## config.mk

```make
export PLATFORM = sky130hd
export DESIGN_NAME = clk_div_prog_flat
export DESIGN_NICKNAME = d
export VERILOG_FILES = /design/src/rtl/clk_div_prog_if.sv /design/src/rtl/clk_div_prog.sv /design/src/flat_wrapper.sv
export SDC_FILE = /design/constraint.sdc
export NUM_CORES = 1
export LEC_CHECK = 0
export ABC_AREA = 1
export CAP_MARGIN = 30
export CORE_AREA = 8 8 129 71
export DETAILED_ROUTE_END_ITERATION = 8
export DIE_AREA = 0 0 137 79
export HOLD_SLACK_MARGIN = 0.06
export PLACE_DENSITY = 0.77
export SYNTH_ARGS = -nofsm -noshare
export SYNTH_HDL_FRONTEND = slang
export SYNTH_SLANG_ARGS = --single-unit
```

## constraint.sdc

```tcl
create_clock -name clk_i -period 3.3 [get_ports clk_i]
set_input_delay 0.33 -clock clk_i [delete_from_list [all_inputs] [get_ports clk_i]]
set_output_delay 0.33 -clock clk_i [all_outputs]
set_load 0.05 [all_outputs]
```

## src/rtl/clk_div_prog_if.sv

```systemverilog
// clk_div_prog_if: control and strobe bundle for the programmable clock divider.
// The master side (host/peripheral) drives the enable and divisor writes; the
// slave side (clk_div_prog) returns the status and the generated strobes.
// Optional macro CLK_DIV_SYNC_EN adds the sync_i realignment input.
// CNT_W here must match the CNT_W of the attached clk_div_prog.
interface clk_div_prog_if #(
    parameter int CNT_W = 16
);
    logic             en_i;
    logic             div_wr_i;
    logic [CNT_W-1:0] div_in_i;
`ifdef CLK_DIV_SYNC_EN
    logic             sync_i;
`endif
    logic             div_busy_o;
    logic             div_err_o;
    logic             ovs_tick_o;
    logic             tick_o;
    logic             new_clk_o;

`ifdef CLK_DIV_SYNC_EN
    modport master (
        output en_i, div_wr_i, div_in_i, sync_i,
        input  div_busy_o, div_err_o, ovs_tick_o, tick_o, new_clk_o
    );
    modport slave (
        input  en_i, div_wr_i, div_in_i, sync_i,
        output div_busy_o, div_err_o, ovs_tick_o, tick_o, new_clk_o
    );
`else
    modport master (
        output en_i, div_wr_i, div_in_i,
        input  div_busy_o, div_err_o, ovs_tick_o, tick_o, new_clk_o
    );
    modport slave (
        input  en_i, div_wr_i, div_in_i,
        output div_busy_o, div_err_o, ovs_tick_o, tick_o, new_clk_o
    );
`endif
endinterface

```

## src/rtl/clk_div_prog.sv

```systemverilog
// clk_div_prog: runtime-programmable clock/baud divider.
// Produces an oversample strobe every div cycles, an output-rate strobe every
// div*OVS cycles and a 50% duty divided clock of period div*OVS. Divisor writes
// made while running are staged and applied only at a base-counter wrap, so no
// shortened (runt) interval is ever produced.
// Optional macro CLK_DIV_SYNC_EN: adds sync_i, which realigns the counters to a
// half output period (UART RX start-bit centring).
module clk_div_prog #(
    parameter int IN_FREQ  = 50000000,
    parameter int OUT_FREQ = 9600,
    parameter int OVS      = 16,
    parameter int CNT_W    = 16,
    parameter int DIV_DEF  = (IN_FREQ + OUT_FREQ * OVS / 2) / (OUT_FREQ * OVS)
) (
    input  logic          clk_i,
    input  logic          rst_ni,
    clk_div_prog_if.slave bus
);
    localparam int                 OVS_W       = $clog2(OVS);
    localparam logic [CNT_W-1:0]   DIV_RST     = CNT_W'(DIV_DEF);
    localparam logic [CNT_W-1:0]   CNT_ONE     = CNT_W'(1);
    localparam logic [CNT_W-1:0]   DIV_MIN     = CNT_W'(2);
    localparam logic [OVS_W-1:0]   OVS_ONE     = OVS_W'(1);
    localparam logic [OVS_W-1:0]   OVS_LAST    = OVS_W'(OVS - 1);
    localparam logic [OVS_W-1:0]   OVS_HALF_M1 = OVS_W'(OVS / 2 - 1);
`ifdef CLK_DIV_SYNC_EN
    localparam logic [OVS_W-1:0]   OVS_HALF    = OVS_W'(OVS / 2);
`endif

    logic [CNT_W-1:0] cnt_q, cnt_d;
    logic [CNT_W-1:0] div_q, div_d;
    logic [CNT_W-1:0] pend_q, pend_d;
    logic             busy_q, busy_d;
    logic [OVS_W-1:0] ovs_cnt_q, ovs_cnt_d;
    logic             ovs_tick_q, ovs_tick_d;
    logic             tick_q, tick_d;
    logic             new_clk_q, new_clk_d;
    logic             err_q, err_d;

    logic [CNT_W-1:0] div_m1;
    logic             wrap;
    logic             wr_ok;

    assign div_m1 = div_q - CNT_ONE;
    assign wrap   = bus.en_i && (cnt_q == div_m1);
    assign wr_ok  = bus.div_wr_i && (bus.div_in_i >= DIV_MIN);

    // Next-state logic: counters, staged divisor and registered strobes.
    always_comb begin
        cnt_d      = cnt_q;
        div_d      = div_q;
        pend_d     = pend_q;
        busy_d     = busy_q;
        ovs_cnt_d  = ovs_cnt_q;
        ovs_tick_d = 1'b0;
        tick_d     = 1'b0;
        new_clk_d  = new_clk_q;
        err_d      = bus.div_wr_i && (bus.div_in_i < DIV_MIN);

        if (!bus.en_i) begin
            // Idle: counters parked, outputs low; divisor writes take effect directly.
            cnt_d     = '0;
            ovs_cnt_d = '0;
            new_clk_d = 1'b0;
            if (busy_q) begin
                div_d  = pend_q;
                busy_d = 1'b0;
            end
            if (wr_ok) begin
                div_d = bus.div_in_i;
            end
        end
`ifdef CLK_DIV_SYNC_EN
        else if (bus.sync_i) begin
            // Realign: next tick lands half an output period from here.
            cnt_d     = '0;
            ovs_cnt_d = OVS_HALF;
            new_clk_d = 1'b0;
            if (busy_q) begin
                div_d  = pend_q;
                busy_d = 1'b0;
            end
            if (wr_ok) begin
                pend_d = bus.div_in_i;
                busy_d = 1'b1;
            end
        end
`endif
        else begin
            if (wrap) begin
                cnt_d      = '0;
                ovs_tick_d = 1'b1;
                // A staged divisor only ever starts on a fresh interval.
                if (busy_q) begin
                    div_d  = pend_q;
                    busy_d = 1'b0;
                end
                if (ovs_cnt_q == OVS_LAST) begin
                    ovs_cnt_d = '0;
                    tick_d    = 1'b1;
                    new_clk_d = 1'b1;
                end else begin
                    ovs_cnt_d = ovs_cnt_q + OVS_ONE;
                    if (ovs_cnt_q == OVS_HALF_M1) begin
                        new_clk_d = 1'b0;
                    end
                end
            end else begin
                cnt_d = cnt_q + CNT_ONE;
            end
            // Staging after the wrap handling defers a coincident write one interval.
            if (wr_ok) begin
                pend_d = bus.div_in_i;
                busy_d = 1'b1;
            end
        end
    end

    // State registers with asynchronous active-low reset to the default divisor.
    always_ff @(posedge clk_i or negedge rst_ni) begin
        if (!rst_ni) begin
            cnt_q      <= '0;
            div_q      <= DIV_RST;
            pend_q     <= '0;
            busy_q     <= 1'b0;
            ovs_cnt_q  <= '0;
            ovs_tick_q <= 1'b0;
            tick_q     <= 1'b0;
            new_clk_q  <= 1'b0;
            err_q      <= 1'b0;
        end else begin
            cnt_q      <= cnt_d;
            div_q      <= div_d;
            pend_q     <= pend_d;
            busy_q     <= busy_d;
            ovs_cnt_q  <= ovs_cnt_d;
            ovs_tick_q <= ovs_tick_d;
            tick_q     <= tick_d;
            new_clk_q  <= new_clk_d;
            err_q      <= err_d;
        end
    end

    assign bus.div_busy_o = busy_q;
    assign bus.div_err_o  = err_q;
    assign bus.ovs_tick_o = ovs_tick_q;
    assign bus.tick_o     = tick_q;
    assign bus.new_clk_o  = new_clk_q;
endmodule

```

## src/flat_wrapper.sv

```systemverilog
// flat-port wrapper written by rule: the top's interface ports become plain ports
module clk_div_prog_flat 
#(
    parameter int IN_FREQ  = 50000000,
    parameter int OUT_FREQ = 9600,
    parameter int OVS      = 16,
    parameter int CNT_W    = 16,
    parameter int DIV_DEF  = (IN_FREQ + OUT_FREQ * OVS / 2) / (OUT_FREQ * OVS)
)
  (clk_i, rst_ni, bus_en_i, bus_div_wr_i, bus_div_in_i, bus_div_busy_o, bus_div_err_o, bus_ovs_tick_o, bus_tick_o, bus_new_clk_o);
  clk_div_prog_if #(.CNT_W(CNT_W)) bus_i ();
  input  logic clk_i;
  input  logic rst_ni;
  input wire logic [$bits(bus_i.en_i)-1:0] bus_en_i;
  input wire logic [$bits(bus_i.div_wr_i)-1:0] bus_div_wr_i;
  input wire logic [$bits(bus_i.div_in_i)-1:0] bus_div_in_i;
  output wire logic [$bits(bus_i.div_busy_o)-1:0] bus_div_busy_o;
  output wire logic [$bits(bus_i.div_err_o)-1:0] bus_div_err_o;
  output wire logic [$bits(bus_i.ovs_tick_o)-1:0] bus_ovs_tick_o;
  output wire logic [$bits(bus_i.tick_o)-1:0] bus_tick_o;
  output wire logic [$bits(bus_i.new_clk_o)-1:0] bus_new_clk_o;
  assign bus_i.en_i = bus_en_i;
  assign bus_i.div_wr_i = bus_div_wr_i;
  assign bus_i.div_in_i = bus_div_in_i;
  assign bus_div_busy_o = bus_i.div_busy_o;
  assign bus_div_err_o = bus_i.div_err_o;
  assign bus_ovs_tick_o = bus_i.ovs_tick_o;
  assign bus_tick_o = bus_i.tick_o;
  assign bus_new_clk_o = bus_i.new_clk_o;
  clk_div_prog #(.IN_FREQ(IN_FREQ), .OUT_FREQ(OUT_FREQ), .OVS(OVS), .CNT_W(CNT_W), .DIV_DEF(DIV_DEF)) u_core (.clk_i(clk_i), .rst_ni(rst_ni), .bus(bus_i));
endmodule
```

==> impl_metrics.toml, run 1 <==
[timing]
finalSetupTns_ps = 0
rsz0062_at_grt = "false"
clock.fmax_mhz = 384
fin_skew_ps = 6.37
hold_viol = 0
setup_viol = 0
tightestPinTransition_ps = 668
fin_ws_ps = 696
period_needed_ps = 2600
max-slew-margin-rel_pct = 55.3
report.final.slew_viol_count = 0
fin_crit_sh_pct = 78.9

[layout]
mostFrequentLayoutCell = "nand2_1"
layout_common_cells = "153 x nand2_1, 71 x inv_1, 62 x nor2_1"
drive_above_1_share_pct = 7.19
antennaDiodeCount = 0
postLayoutCellArea_mm2 = 0.00425
fin_nets = 574
areaGrowthSynthToFinish_pct = 18.1
final_cells = 656

[power]
power.leakage_nw = 2.19
p_int_w = 0.00155
pwr-share-comb_pct = 21.7
switching_share_pct = 30.7
total_power_w = 0.00224
p_per_area_mw_per_mm2 = 528
pwr-share-clk_pct = 40.8
vdd_ir_drop_max_uv = 342
switchingPower_w = 0.000688
p_seq_share_pct = 37.4

[yosys]
ys_warn_count = 0
synth-seq-area-share_pct = 39.8
synth.ff_latch_count = 57
yosysTopAreaCell = "dfrtp_1"
syn_inst = 524
synth_area_leaders = "dfrtp_1 37%, nand2_1 16%, nand3_1 7.8%"
syn_area_mm2 = 0.00360
synth_top_area_share_pct = 36.8
synthDistinctLibCells = 31
synth_fp_nets = 547
postSynthAreaPerCell_um2 = 6.87

[placement]
place_hpwl_mm = 6.85
place_inst = 639
dp_slack_ps = 764
io_buffers = 24
placed_area_mm2 = 0.00395
gp_congestion = 0.860

[setup_path]
critPathArrivalTime_ps = 2880
crit_fanout = 32
critPathKind = "register to register"
start_kind = "register"
worstSetupEndpointType = "register"
rrSetupSlack_ps = 700
crit_required_ps = 3570
r2r_cells = 14

[routing]
viasPerCell = 5.22
wirelength_mm = 9.21
wl_per_cell_um = 14.0
first_pass_iters = 6
drtIter0Drc = 341
vias = 3427
drcViolationCount = 0
ant_nets = 0

[global_routing]
grt_pass1_wl_mm = 15.0
grt_use_total_pct = 17.7
grt_max_degree = 33
antenna_found_initial = 0
grt_pass1_vias = 3035
grt-ovfl-total = 0

[cts]
cts_max_level = 3
post_cts_buffers = 0
numCtsBuffers = 9
cts_resized = 0
numClockSinks = 57
clkLatencyLatePin_ps = 340
cts_tree = "done"
clk_pin_slew_ps = 50
clock-root-buffer = "clkbuf_16"
ctsHoldBuffers = 1
clockBufferDepth = 2

[worst_hold_path]
hold_path_class = "register to register"
hold_path_depth = 2

[status]
outcome = "finished, final reports clean"

[floorplanning]
die_area_mm2 = 0.0108
fp-row-count = 23
die_y_um = 79
die_x_um = 137
io_pins = 25
coreArea_mm2 = 0.00754
start_util_pct = 47.7

[run]
maxCapViolations = 0
## critical path, stage by stage, from the launching register on
cell and delay [ps]:
dfstp_2 540, inv_1 60, ha_1 300, inv_1 40
nand2_1 60, nand2_1 40, nor2_1 140, nand3_1 140
nor2_1 110, nand2_1 80, nor3_2 180, nand3_2 110
nand2_2 520, nand2_1 130, nand2_1 90
## synth_stat cells
cell      instances
mux2_2            6
and2_1            1
nand2_1         153
nor3_2            1
nor3_1            7
nand3_1          56
nor2_1           62
dfstp_2           4
buf_4             1
nand4_1           6
nor2_2            4
nor2_4            1
buf_1             3
buf_6             2
a31oi_1           1
buf_2             2
a21oi_1          16
nand3b_1          4
nand2_2           2
o21bai_1          1
o21ai_0          33
or2_1             1
inv_1            71
dfrtp_1          53
nand3_2           1
ha_1              3
mux2i_1           5
clkinv_1          1
xnor2_1           5
xor2_1           10
clkbuf_1          8
## metal layers
layer	wire length [µm]	up-vias	global-route usage (%)
li1	-	1707	-
met5	0	-	0
met2	3710	139	23.4
met4	114	0	5.06
met1	4610	1565	26.4
met3	771	16	5.92
## through the flow
stage / utilization [%] / hold slack, ps
2_1_floorplan: - / 34.4
4_1_cts: 56.4 / 492
3_5_place_dp: 52.4 / 358
3_3_place_gp: 52.0 / 478
5_1_grt: 56.4 / 514
6_report: 56.4 / 492
## final timing paths
| check | from | end |
|---|---|---|
| worst max-delay path | u_core.div_q[1] | u_core.div_q[6] |
| worst max register to register | u_core.div_q[1] | u_core.div_q[6] |
| worst min register to register | u_core.pend_q[13] | u_core.pend_q[13] |
| max in group asynchronous | rst_ni | u_core.div_q[2] |
| worst min-delay path | u_core.pend_q[13] | u_core.pend_q[13] |
| min in group asynchronous | rst_ni | u_core.bus.ovs_tick_o |
## state kept, by name, indices dropped and copies added, names as in the netlist
name	count
u_core.bus.div_err_o	1
u_core.bus.ovs_tick_o	1
u_core.cnt_q	16
u_core.div_q	16
u_core.bus.new_clk_o	1
u_core.bus.div_busy_o	1
u_core.bus.tick_o	1
u_core.ovs_cnt_q	4
u_core.pend_q	16
## kinds of logic after synthesis
family                     Yosys count  share of synthesized area [%]
AOI/OAI and AO/OA                   51                           7.20
xor gates and xnor gates            15                           3.65
adders and majority gates            3                           1.04
buffers and inverters               88                           9.77
DFF                                 57                           39.8
muxes                               11                           3.27
and+or+nand+nor                    299                           35.3
## power by group through the flow
stage / clock network (W) / registers (W) / logic [W]
after detailed placement: 0 / 0.000849 / 0.000477
final: 0.000916 / 0.000840 / 0.000487
after global placement: 0 / 0.000847 / 0.000455
after floorplan: 0 / 0.000833 / 0.000345
after CTS: 0.000935 / 0.000838 / 0.000481
after global routing: 0.000972 / 0.000847 / 0.000554
## layout make-up
type                            count  area, µm²
Timing Repair Buffer               32        318
Inverter                           72        270
Clock inverter                      3       40.0
Tap cell                          100        125
Fill cell                         710       3290
Sequential cell                    57       1430
Clock buffer                       13        250
Multi-Input combinational cell    379       1820
No activity file was read; power rests on OpenSTA's default activity.
==> run 2, diff against run 1 <==
--- a/config.mk
+++ b/config.mk
@@ -11,7 +11,7 @@
 export DETAILED_ROUTE_END_ITERATION = 8
 export DIE_AREA = 0 0 137 79
 export HOLD_SLACK_MARGIN = 0.06
-export PLACE_DENSITY = 0.77
+export PLACE_DENSITY = 0.8
 export SYNTH_ARGS = -nofsm -noshare
 export SYNTH_HDL_FRONTEND = slang
 export SYNTH_SLANG_ARGS = --single-unit
==> constraint.sdc (replaced) <==
create_clock -name clk_i -period 2.3 [get_ports clk_i]
set_input_delay 0.23 -clock clk_i [delete_from_list [all_inputs] [get_ports clk_i]]
set_output_delay 0.23 -clock clk_i [all_outputs]
set_load 0.05 [all_outputs]
==> run 2 against run 1 <==
Effect of this change: die area is the same; sequential share of layout area shrank 1.6 points; non-clock buffer count grew 7; critical endpoint is now u_core.div_q[11]; final area grew 4.9%; clock skew shrank 1.8 ps; critical path depth grew 1; wire length grew 5.8%; global-route usage grew 0.66 points; core utilization grew 2.7 points; flip-flop and latch count is the same; critical path type unchanged; total power grew 49%.
==> impl_metrics.toml, run 2 (synthesis gave the netlist of run 1 again) <==
[status]
outcome = "finished, final reports clean"

[layout]
layout.area.seq_mm2 = 0.00143
layout_common_cells = "147 x nand2_1, 68 x inv_1, 58 x nor2_1"
largestRegisters = "u_core.cnt_q: 16 flops, u_core.div_q: 16 flops, u_core.pend_q: 16 flops"
areaGrowthSynthToFinish_pct = 23.8
antennaDiodeCount = 0
fillers = 656
postLayoutCellArea_mm2 = 0.00446
final_cells = 663
mostFrequentLayoutCell = "nand2_1"
fin_nets = 581
multi_input_area_mm2 = 0.00188
drive_above_1_share_pct = 11.2

[power]
power.leakage_nw = 2.27
vdd_ir_drop_max_uv = 414
p_per_area_mw_per_mm2 = 748

[cts]
clock-root-buffer = "clkbuf_16"
numCtsBuffers = 9
clockBufferDepth = 2
clkLatencyLatePin_ps = 330
cts_tree = "done"
numClockSinks = 57
clk_pin_slew_ps = 50
cts_max_level = 3

[routing]
ant_nets = 0
wirelength_mm = 9.75
viasPerCell = 5.28
wl_per_cell_um = 14.7
drcViolationCount = 0
drtIter0Drc = 362
first_pass_iters = 7
vias = 3498

[setup_path]
worstSetupEndpointType = "register"
start_kind = "register"
critPathKind = "register to register"
r2r_cells = 15
rrSetupSlack_ps = 40
worstSetupStartpoint = "u_core.div_q[1]"
timing.rr.start = "u_core.div_q[1]"
crit_end = "u_core.div_q[11]"
crit_fanout = 7
r2r_end = "u_core.div_q[11]"
critPathArrivalTime_ps = 2520
crit_required_ps = 2570

[worst_hold_path]
hold_path_class = "input pin to asynchronous set/reset pin"

[floorplanning]
die_x_um = 137
die_y_um = 79
start_util_pct = 47.7
coreArea_mm2 = 0.00754
fp-row-count = 23
io_pins = 25
die_area_mm2 = 0.0108

[placement]
place_hpwl_mm = 7.20
io_buffers = 24
place_inst = 642
gp_congestion = 0.926
placed_area_mm2 = 0.00400

[timing]
period_needed_ps = 2260
tightestPinTransition_ps = 588
hold_ws_ps = 446
max-slew-margin-rel_pct = 60.8
rsz0062_at_grt = "true"
clock.fmax_mhz = 443
fin_skew_ps = 4.55
finalSetupTns_ps = 0
hold_viol = 0
report.final.slew_viol_count = 0
setup_viol = 0
fin_crit_sh_pct = 98.1

[global_routing]
grt_pass1_wl_mm = 15.6
grt_use_total_pct = 18.4
grt-ovfl-total = 0
grt_pass1_vias = 3220
grt_max_degree = 35
antenna_found_initial = 0

[run]
maxCapViolations = 0
## run 2: cell types whose count changed in the layout (fill, tap and decap cells not counted), sizes merged
cell,previous run,this run
clkdlybuf4s50,23,22
clkinv,3,2
clkbuf,13,16
buf,8,14
## run 2: where the power goes
group,switching [W],internal (W)
clock,0.000446,0.000924
combinational,0.000454,0.000295
sequential,0.000110,0.00111
total,0.00101,0.00233
## run 2: critical path, stage by stage (launching register included)
cell and delay [ps]:
dfstp_2 550, inv_2 50, ha_4 260, inv_2 30
nand2_2 50, nand2_2 40, nor2_2 90, nand3_1 90
nor2_1 90, nand2_1 90, nor3_4 260, nand3_4 130
nand2_4 160, clkbuf_16 180, nand2_1 60, nand2_1 50
## run 2: worst min path at each step
| stage | from | end | slack, ps | cells after the start |
|---|---|---|---|---|
| 2_1_floorplan | rst_ni | u_core.bus.div_busy_o | -70 | 0 |
| 3_3_place_gp | rst_ni | u_core.bus.tick_o | 250 | 1 |
| 3_5_place_dp | rst_ni | u_core.bus.tick_o | 260 | 1 |
| 4_1_cts | bus_div_wr_i | u_core.bus.div_err_o | 440 | 3 |
| 5_1_grt | bus_div_wr_i | u_core.bus.div_err_o | 450 | 3 |
| 6_report | rst_ni | u_core.ovs_cnt_q[0] | 450 | 2 |
## run 2: layer usage
metal | GRT usage, % | wire [µm] | part of all wire [%] | up-vias
met5 | 0 | 0 | 0 | -
met4 | 4.52 | 91 | 0.93 | 0
met3 | 6.42 | 958 | 9.8 | 10
met2 | 24.8 | 4070 | 42 | 124
met1 | 27.1 | 4630 | 48 | 1638
li1 | - | - | - | 1726
## run 2: timing repair
item,in CTS,in global routing
endpoints found under the setup margin,0,39
endpoints found under the hold margin,21,0
hold buffers,1,0
buffers inserted,0,2
resized for setup,0,21
## run 2: final cells by class
type | count | area share, %
Multi-Input combinational cell | 379 | 42.1
Tap cell | 100 | 2.81
Clock inverter | 2 | 0.786
Sequential cell | 57 | 32.1
Inverter | 72 | 6.06
Clock buffer | 14 | 6.15
Timing Repair Buffer | 39 | 9.96
## run 2: metrics by stage
stage / utilization, % / worst slack [ps] / total power [W]
2_1_floorplan: - / 278 / 0.00169
3_3_place_gp: 53.1 / 126 / 0.00188
3_5_place_dp: 53.1 / 52.7 / 0.00191
4_1_cts: 57.3 / 34.7 / 0.00330
5_1_grt: 59.1 / -74.1 / 0.00353
6_report: 59.1 / 44.6 / 0.00334
